<file path="config.mk">
export PLATFORM = sky130hd
export DESIGN_NAME = neocd_mailbox_fifo_flat
export DESIGN_NICKNAME = d
export VERILOG_FILES = /design/src/rtl/neocd_mailbox_fifo_pkg.sv /design/src/rtl/neocd_mailbox_fifo_if.sv /design/src/rtl/neocd_mailbox_fifo_toggle_sync.sv /design/src/rtl/neocd_mailbox_fifo.sv /design/src/flat_wrapper.sv
export SDC_FILE = /design/constraint.sdc
export NUM_CORES = 1
export LEC_CHECK = 0
export ABC_AREA = 1
export CORE_MARGIN = 5
export CORE_UTILIZATION = 45
export DETAILED_ROUTE_END_ITERATION = 7
export GPL_ROUTABILITY_DRIVEN = 0
export PLACE_DENSITY = 0.69
export RECOVER_POWER = 50
export SLEW_MARGIN = 20
export SYNTH_ARGS = -nofsm -noshare
export SYNTH_HDL_FRONTEND = slang
export SYNTH_SLANG_ARGS = --single-unit
</file>
<file path="constraint.sdc">
create_clock -name CLK_68KCLK -period 2.4 [get_ports CLK_68KCLK]
set_input_delay 0.36 -clock CLK_68KCLK [delete_from_list [all_inputs] [get_ports CLK_68KCLK]]
set_output_delay 0.36 -clock CLK_68KCLK [all_outputs]
set_load 0.03 [all_outputs]
</file>
<file path="src/rtl/neocd_mailbox_fifo_pkg.sv">
// neocd_mailbox_pkg: status bit map and byte-swap helper for the console<->MCU mailbox (rev 1.0)
`default_nettype none

package neocd_mailbox_pkg;

  localparam int STAT_DATA_PENDING = 0;
  localparam int STAT_EXEC_PENDING = 1;
  localparam int STAT_REFILL_REQ   = 2;
  localparam int STAT_EMPTY        = 3;
  localparam int STAT_FULL         = 4;
  localparam int STAT_OVERFLOW     = 5;
  localparam int STAT_UNDERFLOW    = 6;
  localparam int STAT_CKSUM_EN     = 7;
  localparam int STAT_LEVEL_LSB    = 8;

  localparam int SWAP_MAX_W = 64;

  // Reverses the byte order of the low w bits of d; bits above w come back as zero.
  function automatic logic [SWAP_MAX_W-1:0] byte_swap(input logic [SWAP_MAX_W-1:0] d,
                                                      input int w);
    logic [SWAP_MAX_W-1:0] r;
    r = '0;
    for (int i = 0; i < SWAP_MAX_W / 8; i++) begin
      if (i < w / 8) r[8*i +: 8] = d[w - 8 - 8*i +: 8];
    end
    return r;
  endfunction

endpackage

`default_nettype wire

</file>
<file path="src/rtl/neocd_mailbox_fifo_if.sv">
// neocd_mailbox_fifo_if: console bus + MCU side signals of the mailbox (rev 1.0)
`default_nettype none

interface neocd_mailbox_fifo_if #(
  parameter int DATA_W = 16
);
  import neocd_mailbox_pkg::*;

  logic              CPU_RD;
  logic              CPU_WR;
  logic              CPU_EXEC;
  logic [DATA_W-1:0] CPU_WDATA;
  logic [DATA_W-1:0] CPU_RDATA;
  logic [15:0]       CPU_STATUS;
  logic              MCU_PUSH_TGL;
  logic              MCU_ACK_TGL;
  logic [DATA_W-1:0] MCU_DIN;
  logic [DATA_W-1:0] MCU_DOUT;
  logic              DATA_PENDING;
  logic              EXEC_PENDING;
  logic              REFILL_REQ;
  logic              TRANSFER_TYPE;

  modport slave (
    input  CPU_RD, CPU_WR, CPU_EXEC, CPU_WDATA, MCU_PUSH_TGL, MCU_ACK_TGL, MCU_DIN,
    output CPU_RDATA, CPU_STATUS, MCU_DOUT, DATA_PENDING, EXEC_PENDING, REFILL_REQ,
           TRANSFER_TYPE
  );

  modport master (
    output CPU_RD, CPU_WR, CPU_EXEC, CPU_WDATA, MCU_PUSH_TGL, MCU_ACK_TGL, MCU_DIN,
    input  CPU_RDATA, CPU_STATUS, MCU_DOUT, DATA_PENDING, EXEC_PENDING, REFILL_REQ,
           TRANSFER_TYPE
  );

endinterface

`default_nettype wire

</file>
<file path="src/rtl/neocd_mailbox_fifo_toggle_sync.sv">
// neocd_toggle_sync: 2-flop synchroniser for an async toggle, one-cycle pulse per toggle edge (rev 1.0)
`default_nettype none

module neocd_toggle_sync (
  input  logic clk_i,
  input  logic rst_ni,
  input  logic tgl_i,
  output logic pulse_o
);

  logic meta_q;
  logic sync_q;
  logic prev_q;

  always_ff @(posedge clk_i or negedge rst_ni) begin
    if (!rst_ni) begin
      meta_q <= 1'b0;
      sync_q <= 1'b0;
      prev_q <= 1'b0;
    end else begin
      meta_q <= tgl_i;
      sync_q <= meta_q;
      prev_q <= sync_q;
    end
  end

  // Pulse is high during the cycle ending in the 3rd edge after the toggle.
  assign pulse_o = sync_q ^ prev_q;

endmodule

`default_nettype wire

</file>
<file path="src/rtl/neocd_mailbox_fifo.sv">
// neocd_mailbox_fifo: MCU->console FIFO with low-water refill, console->MCU word/EXEC latch (rev 1.0)
// Optional MAILBOX_CKSUM_EN adds a running sum of popped words, readable via CPU_RD with CPU_WDATA[0]=1.
`default_nettype none

module neocd_mailbox_fifo
  import neocd_mailbox_pkg::*;
#(
  parameter int DATA_W     = 16,
  parameter int DEPTH      = 8,
  parameter int LOW_WATER  = 2,
  parameter int SWAP_BYTES = 1
) (
  input logic                 CLK_68KCLK,
  input logic                 nRESET,
  neocd_mailbox_fifo_if.slave bus
);

  localparam int PTR_W = $clog2(DEPTH);
  localparam int LVL_W = PTR_W + 1;

  function automatic logic [DATA_W-1:0] swap_w(input logic [DATA_W-1:0] d);
    if (SWAP_BYTES != 0) return DATA_W'(byte_swap(SWAP_MAX_W'(d), DATA_W));
    return d;
  endfunction

  logic [DATA_W-1:0] mem_q [DEPTH];
  logic [PTR_W-1:0]  wr_ptr_q, wr_ptr_d, rd_ptr_q, rd_ptr_d;
  logic [LVL_W-1:0]  level_q, level_d;
  logic [DATA_W-1:0] rdata_q, rdata_d, dout_q, dout_d;
  logic data_pend_q, data_pend_d, exec_pend_q, exec_pend_d, ttype_q, ttype_d;
  logic ovf_q, ovf_d, unf_q, unf_d, refill_q, refill_d;
  logic w_push_pulse, w_ack_pulse, w_empty, w_full, w_rd, w_cksum_rd, w_push_ok, w_pop;
  logic [DATA_W-1:0] w_head;
  logic [15:0]       w_status;
`ifdef MAILBOX_CKSUM_EN
  logic [15:0] cksum_q, cksum_d;
`endif

  neocd_toggle_sync u_push_sync (
    .clk_i(CLK_68KCLK), .rst_ni(nRESET), .tgl_i(bus.MCU_PUSH_TGL), .pulse_o(w_push_pulse)
  );
  neocd_toggle_sync u_ack_sync (
    .clk_i(CLK_68KCLK), .rst_ni(nRESET), .tgl_i(bus.MCU_ACK_TGL), .pulse_o(w_ack_pulse)
  );

  assign w_head  = mem_q[rd_ptr_q];
  assign w_empty = (level_q == '0);
  assign w_full  = (level_q == LVL_W'(DEPTH));
`ifdef MAILBOX_CKSUM_EN
  assign w_cksum_rd = bus.CPU_RD & bus.CPU_WDATA[0];
`else
  assign w_cksum_rd = 1'b0;
`endif
  assign w_rd      = bus.CPU_RD & ~w_cksum_rd;
  assign w_pop     = w_rd & ~w_empty & ~bus.CPU_EXEC;
  // A push into a full FIFO still fits when the same edge pops a word.
  assign w_push_ok = w_push_pulse & ~bus.CPU_EXEC & (~w_full | w_pop);

  always_comb begin
    wr_ptr_d    = wr_ptr_q;
    rd_ptr_d    = rd_ptr_q;
    level_d     = level_q;
    rdata_d     = rdata_q;
    dout_d      = dout_q;
    data_pend_d = data_pend_q;
    exec_pend_d = exec_pend_q;
    ttype_d     = ttype_q;
    ovf_d       = ovf_q;
    unf_d       = unf_q;
    refill_d    = (level_q <= LVL_W'(LOW_WATER));
`ifdef MAILBOX_CKSUM_EN
    cksum_d     = cksum_q;
`endif
    if (w_ack_pulse) begin
      data_pend_d = 1'b0;
      exec_pend_d = 1'b0;
    end
    if (bus.CPU_EXEC) begin
      rd_ptr_d    = wr_ptr_q;
      level_d     = '0;
      exec_pend_d = 1'b1;
      ovf_d       = 1'b0;
      unf_d       = 1'b0;
`ifdef MAILBOX_CKSUM_EN
      cksum_d     = '0;
`endif
    end else begin
      if (w_push_ok) wr_ptr_d = wr_ptr_q + 1'b1;
      if (w_push_pulse && !w_push_ok) ovf_d = 1'b1;
      if (w_pop) begin
        rd_ptr_d = rd_ptr_q + 1'b1;
        rdata_d  = swap_w(w_head);
`ifdef MAILBOX_CKSUM_EN
        cksum_d  = cksum_q + 16'(w_head);
`endif
      end
      if (w_rd && w_empty) unf_d = 1'b1;
      if (bus.CPU_RD) ttype_d = 1'b0;
`ifdef MAILBOX_CKSUM_EN
      if (w_cksum_rd) rdata_d = DATA_W'(cksum_q);
`endif
      level_d = level_q + LVL_W'(w_push_ok) - LVL_W'(w_pop);
    end
    if (bus.CPU_WR) begin
      dout_d      = swap_w(bus.CPU_WDATA);
      data_pend_d = 1'b1;
      ttype_d     = 1'b1;
    end
  end

  always_ff @(posedge CLK_68KCLK) begin
    if (w_push_ok) mem_q[wr_ptr_q] <= bus.MCU_DIN;
  end

  always_ff @(posedge CLK_68KCLK or negedge nRESET) begin
    if (!nRESET) begin
      wr_ptr_q    <= '0;
      rd_ptr_q    <= '0;
      level_q     <= '0;
      rdata_q     <= '0;
      dout_q      <= '0;
      data_pend_q <= 1'b0;
      exec_pend_q <= 1'b0;
      ttype_q     <= 1'b0;
      ovf_q       <= 1'b0;
      unf_q       <= 1'b0;
      refill_q    <= 1'b1;
    end else begin
      wr_ptr_q    <= wr_ptr_d;
      rd_ptr_q    <= rd_ptr_d;
      level_q     <= level_d;
      rdata_q     <= rdata_d;
      dout_q      <= dout_d;
      data_pend_q <= data_pend_d;
      exec_pend_q <= exec_pend_d;
      ttype_q     <= ttype_d;
      ovf_q       <= ovf_d;
      unf_q       <= unf_d;
      refill_q    <= refill_d;
    end
  end

`ifdef MAILBOX_CKSUM_EN
  always_ff @(posedge CLK_68KCLK or negedge nRESET) begin
    if (!nRESET) cksum_q <= '0;
    else         cksum_q <= cksum_d;
  end
`endif

  always_comb begin
    w_status                    = '0;
    w_status[STAT_DATA_PENDING] = data_pend_q;
    w_status[STAT_EXEC_PENDING] = exec_pend_q;
    w_status[STAT_REFILL_REQ]   = refill_q;
    w_status[STAT_EMPTY]        = w_empty;
    w_status[STAT_FULL]         = w_full;
    w_status[STAT_OVERFLOW]     = ovf_q;
    w_status[STAT_UNDERFLOW]    = unf_q;
`ifdef MAILBOX_CKSUM_EN
    w_status[STAT_CKSUM_EN]     = 1'b1;
`endif
    w_status[STAT_LEVEL_LSB +: 8] = 8'(level_q);
  end

  assign bus.CPU_RDATA     = rdata_q;
  assign bus.CPU_STATUS    = w_status;
  assign bus.MCU_DOUT      = dout_q;
  assign bus.DATA_PENDING  = data_pend_q;
  assign bus.EXEC_PENDING  = exec_pend_q;
  assign bus.REFILL_REQ    = refill_q;
  assign bus.TRANSFER_TYPE = ttype_q;

endmodule

`default_nettype wire
</file>
<file path="src/flat_wrapper.sv">
// flat-port wrapper written by rule: the top's interface ports become plain ports
module neocd_mailbox_fifo_flat import neocd_mailbox_pkg::*;
#(
  parameter int DATA_W     = 16,
  parameter int DEPTH      = 8,
  parameter int LOW_WATER  = 2,
  parameter int SWAP_BYTES = 1
)
  (CLK_68KCLK, nRESET, bus_CPU_RD, bus_CPU_WR, bus_CPU_EXEC, bus_CPU_WDATA, bus_MCU_PUSH_TGL, bus_MCU_ACK_TGL, bus_MCU_DIN, bus_CPU_RDATA, bus_CPU_STATUS, bus_MCU_DOUT, bus_DATA_PENDING, bus_EXEC_PENDING, bus_REFILL_REQ, bus_TRANSFER_TYPE);
  neocd_mailbox_fifo_if #(.DATA_W(DATA_W)) bus_i ();
  input logic CLK_68KCLK;
  input logic nRESET;
  input wire logic [$bits(bus_i.CPU_RD)-1:0] bus_CPU_RD;
  input wire logic [$bits(bus_i.CPU_WR)-1:0] bus_CPU_WR;
  input wire logic [$bits(bus_i.CPU_EXEC)-1:0] bus_CPU_EXEC;
  input wire logic [$bits(bus_i.CPU_WDATA)-1:0] bus_CPU_WDATA;
  input wire logic [$bits(bus_i.MCU_PUSH_TGL)-1:0] bus_MCU_PUSH_TGL;
  input wire logic [$bits(bus_i.MCU_ACK_TGL)-1:0] bus_MCU_ACK_TGL;
  input wire logic [$bits(bus_i.MCU_DIN)-1:0] bus_MCU_DIN;
  output wire logic [$bits(bus_i.CPU_RDATA)-1:0] bus_CPU_RDATA;
  output wire logic [$bits(bus_i.CPU_STATUS)-1:0] bus_CPU_STATUS;
  output wire logic [$bits(bus_i.MCU_DOUT)-1:0] bus_MCU_DOUT;
  output wire logic [$bits(bus_i.DATA_PENDING)-1:0] bus_DATA_PENDING;
  output wire logic [$bits(bus_i.EXEC_PENDING)-1:0] bus_EXEC_PENDING;
  output wire logic [$bits(bus_i.REFILL_REQ)-1:0] bus_REFILL_REQ;
  output wire logic [$bits(bus_i.TRANSFER_TYPE)-1:0] bus_TRANSFER_TYPE;
  assign bus_i.CPU_RD = bus_CPU_RD;
  assign bus_i.CPU_WR = bus_CPU_WR;
  assign bus_i.CPU_EXEC = bus_CPU_EXEC;
  assign bus_i.CPU_WDATA = bus_CPU_WDATA;
  assign bus_i.MCU_PUSH_TGL = bus_MCU_PUSH_TGL;
  assign bus_i.MCU_ACK_TGL = bus_MCU_ACK_TGL;
  assign bus_i.MCU_DIN = bus_MCU_DIN;
  assign bus_CPU_RDATA = bus_i.CPU_RDATA;
  assign bus_CPU_STATUS = bus_i.CPU_STATUS;
  assign bus_MCU_DOUT = bus_i.MCU_DOUT;
  assign bus_DATA_PENDING = bus_i.DATA_PENDING;
  assign bus_EXEC_PENDING = bus_i.EXEC_PENDING;
  assign bus_REFILL_REQ = bus_i.REFILL_REQ;
  assign bus_TRANSFER_TYPE = bus_i.TRANSFER_TYPE;
  neocd_mailbox_fifo #(.DATA_W(DATA_W), .DEPTH(DEPTH), .LOW_WATER(LOW_WATER), .SWAP_BYTES(SWAP_BYTES)) u_core (.CLK_68KCLK(CLK_68KCLK), .nRESET(nRESET), .bus(bus_i));
endmodule
</file>
# Word level (Yosys, flattened, before mapping)
# Memories as Yosys holds them, arrays and structs flattened.
# Index checks and enable logic that the tools add are counted.
classes:
  add_sub_neg: 4
  n_lt_le_gt_ge: 1
  eq_ne: 2
  n_mux: 20
  bitwise_logic: 10
  n_reduce_logical: 13
ops:
  columns: ["operator", "count"]
  rows:
  - ["$mux 16", 2]
  - ["$mux 1", 15]
  - ["$reduce_bool 2->1", 6]
  - ["$add 3x1->3 const B", 2]
  - ["$mux 3", 2]
  - ["$reduce_and 2->1", 3]
  - ["$add 4x1->4", 1]
  - ["$and 1x1->1", 4]
  - ["$eq 4x4->1 const B", 1]
  - ["$le 4x2->1 const B", 1]
  - ["$logic_not 4->1", 1]
  - ["$mux 4", 1]
  - ["$sub 4x1->4", 1]
  - ["$not 1->1", 3]
  - ["$logic_and 1x1->1", 2]
  - ["$ne 2x2->1 const B", 1]
  - ["$xor 1x1->1", 2]
  - ["$logic_not 1->1", 1]
  - ["$or 1x1->1", 1]
word_totals:
  regBits: 54
  mem_bits_rw: 128
  word_cells: 68
  mem_count: 1
memory_table:
  columns: ["name", "depth", "width", "read_ports", "rd_clocked_by_memory_dff", "write_ports", "line_no", "rtl"]
  rows:
  - ["u_core.mem_q", 8, 16, 1, 0, 1, "neocd_mailbox_fifo.sv:26", "logic [DATA_W-1:0] mem_q [DEPTH];"]

# Logic depth before layout (Yosys ltp)
logic_depth:
  word_depth: 10
  ltp_mapped: 14
  mapped_depth_nobuf: 13

# Hierarchy
# A second synthesis with hierarchy kept.
unflattened:
  cells_unflattened: 766
  hier_area_um2: 7757.4
by_module_without_submodules:
  columns: ["module", "instances", "cells_each", "area_each_um2", "seq_area_each_um2"]
  rows:
  - ["neocd_mailbox_fifo", 1, 750, 7569.8, 5046.1]
  - ["neocd_toggle_sync", 2, 8, 93.8, 75.1]

# Worst setup path before layout
# Ideal clock, no wire load.
synth_timing:
  path_kind: "reg2reg"
  startpoint: "reg u_core.level_q[2]"
  endpoint: "reg u_core.level_q[2]"
  arrival_time_ps: 2324
  required_time_ps: 2274
  slack_ps: -50
  stages_incl_launch_ff: 13
  synth_period_minus_slack_ps: 2450
  cell_sequence: "dfrtp_1 > inv_1 > ha_1 > nand3_4 > nand2_4 > inv_2 > buf_6 > ha_1 > inv_1 > ha_1 > fa_1 > xnor2_1 > nor2_1"
synth_between:
  elab_chain_len: 9
  word_cells_on_any_way: 11
  classes_between: "add/sub (2); eq/ne (1); mux (1); bitwise (6); reduce/logical (1)"
synth_rtl:
  columns: ["element", "line_no", "rtl"]
  rows:
  - ["from (decl)", "neocd_mailbox_fifo.sv:28", "logic [LVL_W-1:0] level_q, level_d;"]
  - ["from (signal assigned)", "neocd_mailbox_fifo.sv:131", "level_q <= level_d;"]
  - ["$logic_not 4->1", "neocd_mailbox_fifo.sv:47", "assign w_empty = (level_q == '0);"]
  - ["$not 1->1", "neocd_mailbox_fifo.sv:55", "assign w_pop = w_rd & ~w_empty & ~bus.CPU_EXEC;"]
  - ["$and 1x1->1 (2 in a row)", "neocd_mailbox_fifo.sv:55", null]
  - ["$or 1x1->1", "neocd_mailbox_fifo.sv:57", "assign w_push_ok = w_push_pulse & ~bus.CPU_EXEC & (~w_full | w_pop);"]
  - ["$and 1x1->1", "neocd_mailbox_fifo.sv:57", null]
  - ["$add 4x1->4", "neocd_mailbox_fifo.sv:102", "level_d = level_q + LVL_W'(w_push_ok) - LVL_W'(w_pop);"]
  - ["$sub 4x1->4 *", "neocd_mailbox_fifo.sv:102", null]
  - ["$mux 4 *", "neocd_mailbox_fifo.sv:78", "if (bus.CPU_EXEC) begin"]
  - ["via u_core.level_d[2]", "neocd_mailbox_fifo.sv:28", null]
# The timed path passes the listed nets; every way through them passes the cells marked *.
# A chain may end at the register's enable or synchronous reset.

# Worst setup path after layout
# Same ends and word-level chain as after synthesis.

==> reports/qor.yml <==
core_area_um2: 17200
path_class: "flop to flop"
clkLatencyLatePin_ns: 0.43
synth-async-reset-ratio_pct: 29.7
io_buffers: 85
dp_cells: 1056
cts.sinks: 182
grt_pass1_vias: 5102
run_status: "completed"
cp.arrival_ns: 2.55
start_util_pct: 45.6
ctsHtreeMaxLevel: 4
drt-wirelength-per-cell_um: 15.7
fin_crit_sh_pct: 92.8
crit_path_end_kind: "flop"
grt_max_degree: 67
hpwl_um: 11100
grt.overflow.total: 0
nets: 900
relSlewSlack_pct: 28.9
critPathLaunchType: "flop"
synth_area_um2: 7860
finalPower_mw: 10.8
vias: 5229
cp_max_fo: 4
cts_tree: "built"
postSynthCellCount: 757
rsz0062_at_grt: "no"
p_per_area_nw_per_um2: 1120
dieArea_um2: 20200
n_antenna_cell: 0
drt_iter0_markers: 358
clockRootBuffer: "clkbuf_16"
cap_violations: 0
grt_pass1_wl_um: 27400
layout-drive-gt1-share_pct: 9.72
num_rows: 48
yosys_warnings: 0
period_needed_ns: 2.23
ys_seq_area_share_pct: 66.1
remaining_drc_errors: 0
cp.required_ns: 2.72
peakVddDrop_uv: 807
antenna_found_initial: 0
postCtsSetupRepairBufs: 0
die_w_um: 142
final-setup-viol-count: 0
synth-seq-cells: 182
ios: 91
hp-class: "flop to flop"
routed_via_density: 4.80
slew_viol_final: 0
wl_um: 17100
track_usage_pct: 17.8
tightest_slew_ns: 1.07
clockBufferDepth: 2
synth_ff_type: "edfxtp_1"
fin_skew_ns: 0.0105
synth_edf_count: 128
synth.distinct_cells: 34
clock.fmax_ghz: 0.449
instances_no_fill: 1089
hold_violations: 0
syn2layout_area_growth_pct: 22.9
ant_nets: 0
dr.pass1.iters: 5
timing.setup.tns_ns: 0
clk_pin_slew_ns: 0.07
postSynthAreaPerCell_um2: 10.4
die-height_um: 142
p_leak_nw: 4.32
numCtsBuffers: 17
flip-flops by register name, summed over array words and instances, names as in the netlist:
name and flops:
u_core.bus.TRANSFER_TYPE 1, u_core.level_q 4, u_core.u_ack_sync.sync_q 1, u_core.bus.EXEC_PENDING 1, u_core.u_push_sync.prev_q 1, u_core.bus.MCU_DOUT 16, u_core.bus.CPU_RDATA 16, u_core.bus.REFILL_REQ 1
u_core.bus.DATA_PENDING 1, u_core.u_push_sync.sync_q 1, u_core.u_ack_sync.prev_q 1, u_core.u_ack_sync.meta_q 1, u_core.wr_ptr_q 3, u_core.u_push_sync.meta_q 1, u_core.unf_q 1, u_core.rd_ptr_q 3
u_core.mem_q 128, u_core.ovf_q 1
metrics by stage:
step                hold WS (ns)  instance area (um^2)  util, %  setup slack (ns)
floorplan                 0.0644                  7880        -           0.00658
global placement           0.334                  8970     52.1             0.108
detailed placement         0.335                  8970     52.1            0.0944
CTS                        0.350                  9670     56.1             0.157
global route               0.351                  9660     56.0            0.0542
finish                     0.349                  9660     56.0             0.173
worst max-delay path, cell delays in order, from the launching register on:
cell,delay (ns)
dfrtp_2,0.40
inv_1,0.12
ha_2,0.25
nand3_4,0.11
nand2_4,0.10
inv_2,0.04
ha_1,0.26
inv_1,0.04
ha_1,0.21
fa_1,0.38
xnor2_1,0.17
nor2_1,0.05
metal layers:
| metal | part of all wire [%] | wire length, um | up-vias | global-route usage, % |
|---|---|---|---|---|
| li1 | - | - | 2579 | - |
| met1 | 42 | 7090 | 2449 | 23.2 |
| met2 | 50 | 8570 | 179 | 29.6 |
| met3 | 6.3 | 1080 | 22 | 3.39 |
| met4 | 1.9 | 319 | 0 | 6.62 |
| met5 | 0 | 0 | - | 0 |
cells by family after synthesis:
logic type               Yosys count  share of synthesized area (%)
AO/OA/AOI/OAI                      9                          0.669
flip-flops                       182                           66.1
buffers and inverters            162                           9.19
XOR/XNOR                           5                          0.557
AND/OR/NAND/NOR                  388                           21.7
other                              1                         0.0477
adder cells (fa/ha/maj)           10                           1.69
cells in the final DEF, fill, tap and decap left out, types with 2 or more instances in the layout:
master           netlist  final
dlygate4sd3_1          0     20
ha_1                   9      8
nand2_1              260    260
nand2_4                2      2
dfrtp_1               53     51
bufinv_16              0      7
nand2_2                2      2
dfrtp_2                0      2
clkdlybuf4s50_1        0     63
inv_2                  4      4
edfxtp_1             128    128
dlygate4sd2_1          0      2
o21ai_0                3      3
xnor2_1                3      3
nand3_1              101    101
nor3_2                 4      4
clkinv_2               0      3
buf_4                 19     27
clkbuf_16              0     17
nand3_4                2      2
nor2_1                12     12
xor2_1                 2      2
conb_1                 1      5
a21oi_1                3      3
clkbuf_1               7      2
inv_1                112    112
cell usage after synthesis (2+ instances only):
library cell | instances | area (um^2)
a21oi_1 | 3 | 15.0
buf_2 | 14 | 70.1
buf_4 | 19 | 143
buf_6 | 3 | 33.8
clkbuf_1 | 7 | 26.3
dfrtp_1 | 53 | 1330
edfxtp_1 | 128 | 3840
ha_1 | 9 | 113
inv_1 | 112 | 420
inv_2 | 4 | 15.0
nand2_1 | 260 | 976
nand2_2 | 2 | 12.5
nand2_4 | 2 | 22.5
nand3_1 | 101 | 505
nand3_4 | 2 | 35.0
nor2_1 | 12 | 45.0
nor3_2 | 4 | 40.0
o21ai_0 | 3 | 15.0
xnor2_1 | 3 | 26.3
xor2_1 | 2 | 17.5
area by class of cell:
type / instances / area (um^2)
clock buffer: 19 / 443
clock inverter: 13 / 250
fill: 1428 / 7580
inverter: 118 / 445
multi-input combinational: 417 / 1960
sequential: 182 / 5200
tap: 225 / 282
timing repair buffer: 115 / 1080
power by group:
part / total [mW] / switching [mW] / internal (mW)
Clock: 3.26 / 1.17 / 2.09
Combinational: 3.58 / 2.33 / 1.25
Sequential: 4.01 / 0.215 / 3.79
what timing repair did:
item,4_1_cts,5_1_grt
hold buffers,1,0
setup endpoints to repair,2,0
resized for setup,2,0
endpoints found under the hold margin,17,0
path summary, 6_finish.rpt:
check	start	endpoint	slack, ns	cells after the start
worst max-delay path	u_core.level_q[2]	u_core.level_q[2]	0.17	11
worst min-delay path	u_core.u_push_sync.meta_q	u_core.u_push_sync.sync_q	0.35	0
worst max register to register	u_core.level_q[2]	u_core.level_q[2]	0.17	11
worst min register to register	u_core.u_push_sync.meta_q	u_core.u_push_sync.sync_q	0.35	0
max in group asynchronous	nRESET	u_core.rd_ptr_q[0]	0.52	3
min in group asynchronous	nRESET	u_core.bus.CPU_RDATA[14]	0.64	2
Note: power is estimated with default switching activity, not from simulation.
==> RTL edit (same flow settings) <==
Build with the macro `MAILBOX_CKSUM_EN` defined.
--- a/src/rtl/neocd_mailbox_fifo.sv
+++ b/src/rtl/neocd_mailbox_fifo.sv
@@ -2,4 +2,6 @@
 // Optional MAILBOX_CKSUM_EN adds a running sum of popped words, readable via CPU_RD with CPU_WDATA[0]=1.
 `default_nettype none
+
+`define MAILBOX_CKSUM_EN
 
 module neocd_mailbox_fifo
Formal check against the unedited RTL: not equivalent (Yosys sat finds a counterexample within 4 cycles, from zero or initial values and one cycle with nRESET low).
==> RTL edit against the original RTL <==
The flow now finishes with violations (DRC, capacitance limit, slew limit, setup timing); clock skew shrank 0.00092 ns; design area grew 21%; area after synthesis grew 12%; sequential share of layout area shrank 5.8 points; wire length grew 32%; sequential cell count grew 16; via count grew 29%; setup slack lost 0.31 ns.
Power is not compared: it rests on default switching activity, and its combinational part moved more than twofold at a synthesized area within 25%.
==> RTL edit: results (changes against the original RTL) <==
.. list-table::
   :header-rows: 1

   * - Metric
     - Value
   * - Non-Filler Cell Area, Final
     - 0.0117 mm2 (+21%)
   * - Share of post-route cells with drive strength above 1
     - 22.1% (+12 points)
   * - Result of the run
     - finished with violations
   * - Detailed-placement wirelength estimate
     - 14.4 mm (+29%)
   * - Sequential element share of the synthesized area
     - 63.6% (-2.5 points)
   * - Worst endpoint data arrival time
     - 2.86 ns (+0.31 ns)
   * - Worst setup slack after layout
     - -0.132 ns (-0.305 ns)
   * - Setup tns final
     - -0.576 ns (-0.576 ns)
   * - Global-route usage over all layers
     - 19.8% (+2.0 points)
   * - Synth unique cells
     - 41 (+21%)
   * - Leakage
     - 4.78 nW
   * - Final-stage net count
     - 1,067 (+19%)
   * - Critical path's largest stage delay
     - 0.50 ns (+0.10 ns)
   * - Maximum number of pins on one net before global-route repair
     - 71 (+6.0%)
   * - Dpl cell area
     - 0.0105 mm2 (+17%)
   * - Detailed router's first-iteration violation count
     - 607 (+70%)
   * - Via count of the first global-routing pass
     - 6,531 (+28%)
   * - Synth top area cells
     - edfxtp_1 (44%), dfrtp_1 (20%), nand2_1 (9.2%)
   * - Number of search-and-repair iterations in the first detailed-routing pass
     - 8 (+3)
   * - First-pass GRT wire length
     - 34.2 mm (+25%)
   * - Residual DRC count
     - 2 (+2)
   * - Number of max-cap violations
     - 1 (+1)
   * - Number of failing setup endpoints in the final timing report
     - 8 (+8)
   * - WL/cell
     - 17.6 um (+13%)
   * - FFs w/ async S/R, synth
     - 35.4% (+5.7 points)
   * - Fillers
     - 1,535 (+7.5%)
   * - Violated checks
     - DRC, capacitance limit, slew limit, setup timing
   * - Launch point of the worst reg-to-reg path
     - u_core.rd_ptr_q[0]
   * - Max Slew Vio Count
     - 71 (+71)
   * - Maximum fanout count along the critical path
     - 6 (+2)
   * - Kind of cell adding the most delay to the critical path
     - simple AND/OR/NAND/NOR gates
[RTL edit: cell types whose count changed in the layout (fill, tap and decap cells not counted), moves of 37 or more]
cell	before	now
nand2_1	260	178
nor2_1	12	86
o21ai_0	3	40
buf_4	27	64
inv_1	112	41
nand3_1	101	16
a21oi_1	3	47
[RTL edit: timing repair]
item	4_1_cts	5_1_grt
gates resized for setup	52	96
setup buffers	3	6
pin swaps	1	20
endpoints found under the setup margin	11	12
gates cloned	3	2
[RTL edit: cells by family (layout without fill, tap and decap cells)]
| logic type | count (synthesis) | in the layout | share of synthesized area [%] |
|---|---|---|---|
| other | 2 | 5 | 0.0853 |
| AOI/OAI and AO/OA | 175 | 175 | 10.7 |
| DFF | 198 | 198 | 63.6 |
| adders and majority gates | 26 | 26 | 3.87 |
| xor gates and xnor gates | 5 | 5 | 0.498 |
| buffers and inverters | 96 | 256 | 5.14 |
| and+or+nand+nor | 350 | 350 | 16.1 |
[RTL edit: through the flow]
stage | setup slack (ns) | cells
finish | -0.132 | 1280
global route | -0.217 | 1280
CTS | -0.0598 | 1272
detailed placement | -0.144 | 1234
global placement | -0.117 | 1234
floorplan | 0.0114 | 855
[RTL edit: final timing paths]
path                                        endpoint  slack, ns  depth (start not counted)
max                               u_core.cksum_q[14]      -0.13                         16
max in group asynchronous          u_core.level_q[3]       0.84                          1
max reg2reg                       u_core.cksum_q[14]      -0.13                         16
min                        u_core.u_push_sync.sync_q       0.35                          0
min in group asynchronous    u_core.bus.CPU_RDATA[7]       0.38                          1
min reg2reg                u_core.u_push_sync.sync_q       0.35                          0
[RTL edit: final cells by class]
cell class,count,area share [%]
repair inverters,1,0.0644
multi-input cells,561,27.5
well taps,265,2.84
clock inverters,15,1.27
repair buffers,172,15.0
inverters,51,1.68
clock buffers,17,3.65
flip-flops and latches,198,48.0
[RTL edit: power breakdown]
| group | leakage, nW | internal [mW] | switching [mW] | total, mW |
|---|---|---|---|---|
| sequential | 2.01 | 4.16 | 0.341 | 4.50 |
| combinational | 2.50 | 3.35 | 4.23 | 7.57 |
| clock | 0.271 | 1.45 | 1.33 | 2.78 |
| total | 4.78 | 8.96 | 5.89 | 14.9 |
[RTL edit: per-layer routing]
layer	share of wire [%]	global-route usage (%)	wire length, um
met2	49	33.2	11100
met4	2.6	6.54	586
met1	41	25.6	9210
met5	0	0	0
met3	7.6	4.33	1720
